## src/rtl/coin_vend_ctrl.sv

```systemverilog
// coin_vend_ctrl
// Vending sequencer for the 2-bit coin acceptor interface. It synchronises the
// coin level, turns each new non-zero level into a single coin event, and
// accumulates credit in half-units. Once the credit covers the price it
// requests a dispense and waits for the acknowledge, aborting to a full refund
// on timeout. It then pays back any surplus one half-unit per pulse.
// Coins offered while a vend or payout is in progress are rejected.
module coin_vend_ctrl #(
  parameter int unsigned PRICE   = 3,   // item price in half-units, 1..12
  parameter int unsigned TIMEOUT = 16,  // cycles to wait for Disp_ack, 2..255
  parameter int unsigned CW      = 4    // credit width, must hold PRICE+1
) (
  input  logic          Clk,
  input  logic          Reset,
  input  logic [1:0]    D_in,
  input  logic          Disp_ack,
  output logic          Disp_req,
  output logic          Vend_done,
  output logic          Chg_pulse,
  output logic          Rej_pulse,
  output logic          Fault,
  output logic [CW-1:0] Credit,
  output logic          Busy
);

  // Sum width: one guard bit above the credit so the price compare never wraps.
  localparam int unsigned CWX = CW + 1;

  localparam logic [CW-1:0]  PRICE_C  = CW'(PRICE);
  localparam logic [CWX-1:0] PRICE_X  = CWX'(PRICE);
  localparam logic [CW-1:0]  ZERO_C   = CW'(0);
  localparam logic [CW-1:0]  ONE_C    = CW'(1);
  localparam logic [CWX-1:0] ADD_HALF = CWX'(1);
  localparam logic [CWX-1:0] ADD_ONE  = CWX'(2);
  localparam logic [CWX-1:0] ADD_NONE = CWX'(0);
  localparam logic [7:0]     TMO_LAST = 8'(TIMEOUT - 1);

  // Coin level coding on D_in.
  localparam logic [1:0] COIN_NONE   = 2'b00;
  localparam logic [1:0] COIN_HALF   = 2'b01;
  localparam logic [1:0] COIN_ONE    = 2'b10;
  localparam logic [1:0] COIN_CANCEL = 2'b11;

  typedef enum logic [1:0] {
    ST_IDLE   = 2'b00,
    ST_ACCUM  = 2'b01,
    ST_VEND   = 2'b10,
    ST_CHANGE = 2'b11
  } state_t;

  // Input synchroniser and history.
  logic [1:0]     s1_r;
  logic [1:0]     s2_r;
  logic [1:0]     s3_r;

  // Controller state and registered outputs.
  state_t         state_r;
  logic [7:0]     tmo_cnt_r;
  logic [CW-1:0]  credit_r;
  logic           disp_req_r;
  logic           vend_done_r;
  logic           chg_pulse_r;
  logic           rej_pulse_r;
  logic           fault_r;
  logic           busy_r;

  // Decoded coin event and arithmetic.
  logic [1:0]     coin_ev_s;
  logic           is_coin_s;
  logic           is_cancel_s;
  logic [CWX-1:0] add_s;
  logic [CWX-1:0] sum_s;
  logic           reach_price_s;
  logic [CW-1:0]  remain_s;
  logic           last_chg_s;

  // Two-flop synchroniser for the asynchronous coin level plus a history flop.
  always_ff @(posedge Clk or posedge Reset) begin
    if (Reset) begin
      s1_r <= COIN_NONE;
      s2_r <= COIN_NONE;
      s3_r <= COIN_NONE;
    end else begin
      s1_r <= D_in;
      s2_r <= s1_r;
      s3_r <= s2_r;
    end
  end

  // A coin event fires once on the first cycle a non-zero level is seen.
  always_comb begin
    coin_ev_s = COIN_NONE;
    if ((s2_r != COIN_NONE) && (s3_r == COIN_NONE)) begin
      coin_ev_s = s2_r;
    end else begin
      coin_ev_s = COIN_NONE;
    end
  end

  // Classify the event and translate coins into a credit increment.
  always_comb begin
    add_s       = ADD_NONE;
    is_coin_s   = 1'b0;
    is_cancel_s = 1'b0;
    case (coin_ev_s)
      COIN_HALF: begin
        add_s     = ADD_HALF;
        is_coin_s = 1'b1;
      end
      COIN_ONE: begin
        add_s     = ADD_ONE;
        is_coin_s = 1'b1;
      end
      COIN_CANCEL: begin
        is_cancel_s = 1'b1;
      end
      default: begin
        add_s       = ADD_NONE;
        is_coin_s   = 1'b0;
        is_cancel_s = 1'b0;
      end
    endcase
  end

  // Credit arithmetic shared by the accumulate, vend and payout paths.
  always_comb begin
    sum_s         = {1'b0, credit_r} + add_s;
    reach_price_s = (sum_s >= PRICE_X);
    remain_s      = credit_r - PRICE_C;
    last_chg_s    = (credit_r == ONE_C);
  end

  // Main controller: state, credit, timeout counter and all registered outputs.
  always_ff @(posedge Clk or posedge Reset) begin
    if (Reset) begin
      state_r     <= ST_IDLE;
      tmo_cnt_r   <= 8'd0;
      credit_r    <= ZERO_C;
      disp_req_r  <= 1'b0;
      vend_done_r <= 1'b0;
      chg_pulse_r <= 1'b0;
      rej_pulse_r <= 1'b0;
      fault_r     <= 1'b0;
      busy_r      <= 1'b0;
    end else begin
      // Single-cycle strobes fall back to zero unless re-armed below.
      vend_done_r <= 1'b0;
      rej_pulse_r <= 1'b0;
      fault_r     <= 1'b0;

      case (state_r)
        ST_IDLE, ST_ACCUM: begin
          chg_pulse_r <= 1'b0;
          if (is_cancel_s) begin
            // Cancel with nothing inserted is a no-op.
            if (credit_r != ZERO_C) begin
              state_r     <= ST_CHANGE;
              chg_pulse_r <= 1'b1;
              busy_r      <= 1'b1;
            end
          end else if (is_coin_s) begin
            credit_r <= sum_s[CW-1:0];
            // Move to VEND on the adding edge so credit tops out at PRICE+1.
            if (reach_price_s) begin
              state_r    <= ST_VEND;
              disp_req_r <= 1'b1;
              busy_r     <= 1'b1;
              tmo_cnt_r  <= 8'd0;
            end else begin
              state_r <= ST_ACCUM;
            end
          end
        end

        ST_VEND: begin
          rej_pulse_r <= is_coin_s;
          if (Disp_ack) begin
            // Acknowledge wins over a coincident timeout.
            vend_done_r <= 1'b1;
            disp_req_r  <= 1'b0;
            credit_r    <= remain_s;
            if (remain_s != ZERO_C) begin
              state_r     <= ST_CHANGE;
              chg_pulse_r <= 1'b1;
            end else begin
              state_r <= ST_IDLE;
              busy_r  <= 1'b0;
            end
          end else if (tmo_cnt_r == TMO_LAST) begin
            // Dispenser never answered: refund the whole credit.
            fault_r     <= 1'b1;
            disp_req_r  <= 1'b0;
            state_r     <= ST_CHANGE;
            chg_pulse_r <= 1'b1;
          end else begin
            tmo_cnt_r <= tmo_cnt_r + 8'd1;
          end
        end

        ST_CHANGE: begin
          rej_pulse_r <= is_coin_s;
          // Pulse high one cycle, low the next; credit drops as each pulse ends.
          if (chg_pulse_r) begin
            chg_pulse_r <= 1'b0;
            credit_r    <= credit_r - ONE_C;
            if (last_chg_s) begin
              state_r <= ST_IDLE;
              busy_r  <= 1'b0;
            end
          end else begin
            chg_pulse_r <= 1'b1;
          end
        end

        default: begin
          // Unreachable encoding: recover to a clean idle controller.
          state_r     <= ST_IDLE;
          tmo_cnt_r   <= 8'd0;
          credit_r    <= ZERO_C;
          disp_req_r  <= 1'b0;
          chg_pulse_r <= 1'b0;
          busy_r      <= 1'b0;
        end
      endcase
    end
  end

  assign Disp_req  = disp_req_r;
  assign Vend_done = vend_done_r;
  assign Chg_pulse = chg_pulse_r;
  assign Rej_pulse = rej_pulse_r;
  assign Fault     = fault_r;
  assign Credit    = credit_r;
  assign Busy      = busy_r;

endmodule

```

## config.mk

```make
export PLATFORM = sky130hd
export DESIGN_NAME = coin_vend_ctrl
export DESIGN_NICKNAME = d
export VERILOG_FILES = /design/src/rtl/coin_vend_ctrl.sv
export SDC_FILE = /design/constraint.sdc
export NUM_CORES = 1
export LEC_CHECK = 0
export CAP_MARGIN = 20
export CORE_MARGIN = 5
export CORE_UTILIZATION = 45
export DETAILED_ROUTE_END_ITERATION = 6
export PLACE_DENSITY = 0.75
export SLEW_MARGIN = 20
export SYNTH_ARGS = -nofsm -noshare
export SYNTH_HDL_FRONTEND = slang
export SYNTH_SLANG_ARGS = --single-unit
```

## constraint.sdc

```tcl
create_clock -name Clk -period 2.83 [get_ports Clk]
set_input_delay 0.566 -clock Clk [delete_from_list [all_inputs] [get_ports Clk]]
set_output_delay 0.566 -clock Clk [all_outputs]
set_load 0.05 [all_outputs]
```

* Yosys cells after proc, flatten, opt, wreduce, memory -nomap -nowiden
Cells that the tools add are included.
Operators by class: $add $sub $neg 4, multiply operators 0, div/mod/pow operators 0, $lt $le $gt $ge 1, equality and inequality tests 22, shifts and indexed selects 0, multiplexer cells 51, bitwise logic cells 0, reduce and logical (&&, ||, !) cells 16
Operators by type and width (count):
- 8-bit two-way mux | 5
- 1-bit two-way mux | 25
- 2-bit two-way mux | 10
- 2-bit inequality test, second input constant | 9
- 4-bit two-way mux | 4
- 8-bit one-hot mux with 2 select lines | 1
- 3-bit inequality test, second input constant | 5
- 4-bit one-hot mux with 3 select lines | 1
- 5-bit AND reduction | 2
- 8-bit by 1-bit adder with 8-bit output, second input constant | 1
- 2-bit equality test, second input constant | 4
- 8-bit by 4-bit equality test with 1-bit output, second input constant | 1
- 4-bit nonzero test | 2
- 7-bit AND reduction | 1
- 1-bit one-hot mux with 3 select lines | 2
- 2-bit one-hot mux with 3 select lines | 1
- 6-bit AND reduction | 1
- 2-bit OR reduction | 3
- 4-bit by 5-bit adder with 5-bit output | 1
- 5-bit by 2-bit >= comparator with 1-bit output, second input constant | 1
- 2-bit by 1-bit equality test with 1-bit output, second input constant | 2
- 4-bit by 1-bit equality test with 1-bit output, second input constant | 1
- 2-bit zero test | 2
- 2-bit one-hot mux with 2 select lines | 1
- other kinds (7) | 8
Word-level totals: bits in registers 26, bits in latches 0, RAM bits 0, ROM bits 0, input bits 5, word-level logic and storage cells 106, memories kept 0

* Depth between registers and ports, before layout
depth after elaboration 11, mapped depth 12

* Least setup slack after synthesis
No wires, ideal clock.
path kind register -> register, start point register credit_r[0], in the netlist Credit[0], end point register tmo_cnt_r[7], library setup time 0.110 ns, arrival 2.408 ns, required time 2.720 ns, setup slack 0.312 ns, cell stages (with the launch flop) 9, cell sequence dfrtp_1 > ha_1 > fa_1 > a21o_1 > a211o_1 > o221ai_4 > buf_6 > o21ai_2 > o41ai_1
On the way: longest elaborated chain between the ends 4
RTL lines:
- start, declared | line 59 | logic [CW-1:0] credit_r;
- start signal, assigned | line 162 | credit_r <= sum_s[CW-1:0];
- start signal, assigned | line 181 | credit_r <= remain_s;
- start signal, assigned | line 205 | credit_r <= credit_r - ONE_C;
- 4-bit by 5-bit adder with 5-bit output | line 127 | sum_s = {1'b0, credit_r} + add_s;
- 5-bit by 2-bit >= comparator with 1-bit output | line 128 | reach_price_s = (sum_s >= PRICE_X);
- 2-bit inequality test (no source line)
- 6-bit AND reduction (no source line)
- end signal, assigned | line 196 | tmo_cnt_r <= tmo_cnt_r + 8'd1;
- end, declared | line 58 | logic [7:0] tmo_cnt_r;
Every way passes these cells. A chain may end at the register's enable or synchronous reset.

* Final worst setup path
start point register s3_r[1], end point register tmo_cnt_r[7]
On the way: longest elaborated chain between the ends 9, elaborated cells between the ends (all ways) 16, classes of those cells add/sub (1); order compare (1); eq/ne (6); mux (4); reduce/logical (4)
RTL lines:
- start, declared | line 54 | logic [1:0] s3_r;
- start signal, assigned | line 86 | s3_r <= s2_r;
- 2-bit zero test (*) | line 93 | if ((s2_r != COIN_NONE) && (s3_r == COIN_NONE)) begin
- 1-bit logical AND (*) | line 93
- 2-bit two-way mux (*) | line 93
- 2-bit equality test / 2-bit by 1-bit equality test with 1-bit output (equally long branches) | line 105 | case (coin_ev_s)
- 2-bit one-hot mux with 2 select lines | line 105
- 4-bit by 5-bit adder with 5-bit output | line 127
- 5-bit by 2-bit >= comparator with 1-bit output | line 128
- 2-bit inequality test (no source line)
- 6-bit AND reduction (no source line) (*)
Every way passes the cells marked *; elsewhere a longest branch is shown, timed or not.

==> out/results.ini <==
[run_status]
status = complete, no violations

[route]
drtAntennaViolNets = 0
drc_errors = 0
wl_mm = 3.11
vias = 1198
wire_per_inst_um = 14.3
first_iter_violations = 146
dr.pass1.iters = 4
viasPerCell = 5.52

[worst_setup_path]
critPathKind = flop to flop
cp-end-kind = flop
required_ns = 3.06
worstPathArrival_ns = 2.89
cp_max_fo = 10
crit_path_start_kind = flop
ff2ff_setup_slack_ns = 0.17

[job]
maxCapViolCount = 0

[timing]
worstMarginPinSlew_ns = 0.518
finalHoldViolations = 0
max_freq_mhz = 376
setup_tns_ns = 0
clock_skew_ns = 0.00490
slew_viol_final = 0
setup_viol = 0
whs_ns = 0.375
relSlewSlack_pct = 65.5
post-route-period-util_pct = 93.9
finalCriticalPeriod_ns = 2.66
rsz0062_at_grt = false

[die]
dieHeight_um = 68.4
die-width_um = 68.4
start_util_pct = 46.4
ioPinCount = 15
core_mm2 = 0.00331
dieArea_mm2 = 0.00468
rows = 21

[clocking]
tritoncts = done
cts_sinks = 26
path_clk_slew_ns = 0.14
ctsHtreeMaxLevel = 1
postCtsHoldBufs = 0
clockBufferDepth = 2
worstSkewPairLatency_ns = 0.33
clockRootBuffer = clkbuf_4
numCtsBuffers = 3

[synthesis]
avgSynthCellArea_um2 = 9.72
async_reset_ff_share_pct = 100
synth_cells = 158
yosys_most_used_dff = dfrtp_1
synth-seq-area-share_pct = 42.4
synth_edf_count = 0
yosysTopAreaCell = dfrtp_1
ys_seq_elements = 26
ys_top_cells_by_area = dfrtp_1, ha_1, o21ai_2, nand2_1, o21ai_0
syn-cell-area_mm2 = 0.00154
synthDistinctLibCells = 40
yosys.area.top_type_share_pct = 42.4
ys_warn_count = 0
syn-num-nets = 175

[finish]
final_nets = 189
diodes = 0
layout-drive-gt1-share_pct = 15.8
area_growth_pct = 14.8
final_util_pct = 53.2

[global_routing]
grt_pass1_wl_mm = 5.46
grt_pass1_vias = 1150
overflow = 0
grt_max_degree = 27
antenna_found_initial = 0
grt_usage_pct = 15.6

[pwr]
powerDensity_mw_per_mm2 = 980
p_leak_uw = 0.000785
peakVddDrop_mv = 0.395

[placement]
place.gp.congestion = 0.956
dp_hpwl_mm = 2.29
io_buffers = 14

[hold_path]
hold_class = flop to flop

==> report_power, final <==
part           leakage, uW  switching, uW  total (uW)  internal (uW)
Combinational     0.000439            559         912            353
Sequential        0.000324            165         624            459
Clock            0.0000210            111         189           78.8
==> synthesized netlist by cell type, drive strengths merged (3+ instances only) <==
cell type  count
dfrtp         26
o21ai         22
nand2         18
nor2          13
ha            11
inv            8
nand3          7
a21oi          6
buf            6
and3           4
nand4          4
nor3           3
xnor2          3
==> cell families after synthesis <==
logic type / after synthesis / share of synthesized area, %
mux: 1 / 0.733
buf+inv: 16 / 5.13
xor+xnor: 5 / 2.85
simple gates: 53 / 16.7
flops: 26 / 42.4
compound gates: 45 / 21.9
fa+ha+maj: 12 / 10.3
==> layer usage <==
layer	GRT usage [%]	up-vias	part of all wire [%]
li1	-	587	-
met1	18.8	573	41
met2	26.7	31	52
met3	3.61	7	4.8
met4	5.96	0	2.0
met5	0	-	0
==> cell usage in the layout (no fill, tap or decap), types with 2 or more instances in the layout <==
master	count
nor3_1	3
nand3_1	7
clkbuf_4	3
inv_1	8
a21oi_1	6
xnor2_1	3
nand4_1	4
nor2_1	11
buf_4	2
nor2_2	2
o21ai_2	11
nand2_1	18
ha_1	11
dfrtp_1	26
clkdlybuf4s50_1	14
and3_1	4
xor2_1	2
a31oi_1	2
o21ai_0	11
a211oi_1	2
==> stage by stage <==
| stage | cells | area, um2 | worst slack, ns | power, uW |
|---|---|---|---|---|
| after floorplan | 158 | 1540 | 0.312 | 1290 |
| after global placement | 213 | 1710 | 0.269 | 1480 |
| after detailed placement | 213 | 1710 | 0.0730 | 1510 |
| after CTS | 217 | 1740 | 0.0552 | 1710 |
| after global routing | 217 | 1760 | 0.00442 | 1860 |
| final | 217 | 1760 | 0.172 | 1730 |
==> worst max-delay path, stage by stage (launching register included) <==
cell      delay [ns]
dfrtp_1         0.40
nor2_2          0.14
nand2_1         0.12
ha_1            0.21
ha_1            0.20
fa_1            0.45
a21o_1          0.18
a211o_4         0.34
o221ai_4        0.21
buf_8           0.18
o21ai_2         0.07
o41ai_1         0.06
==> repair_timing <==
| item | 4_1_cts | 5_1_grt |
|---|---|---|
| hold endpoints to repair | 0 | 0 |
| endpoints found under the setup margin | 0 | 11 |
| resized for setup | 0 | 4 |
| setup buffers | 0 | 0 |
==> state kept, by name (all words and copies together) (netlist names) <==
name and cells:
tmo_cnt_r 8, Credit 4, s1_r 2, s2_r 2, s3_r 2, state_r 2, Busy 1, Chg_pulse 1
Disp_req 1, Fault 1, Rej_pulse 1, Vend_done 1
==> area by class of cell <==
cell class                      instances  area [um2]
Tap cell                               46        57.6
Timing Repair Buffer                   17         170
Fill cell                             295        1550
Sequential cell                        26         651
Clock buffer                            4        36.3
Inverter                                8        30.0
Multi-Input combinational cell        116         817
==> path summary, 6_finish.rpt <==
| check | from | end | depth (start not counted) |
|---|---|---|---|
| max in group asynchronous | Reset | Credit[3] | 3 |
| setup / recovery | s3_r[1] | tmo_cnt_r[7] | 11 |
| hold / removal | s1_r[1] | s2_r[1] | 0 |
| setup reg to reg | s3_r[1] | tmo_cnt_r[7] | 11 |
| min in group asynchronous | Reset | tmo_cnt_r[2] | 3 |
| hold reg to reg | s1_r[1] | s2_r[1] | 0 |
Note: power is estimated with default switching activity, not from simulation.
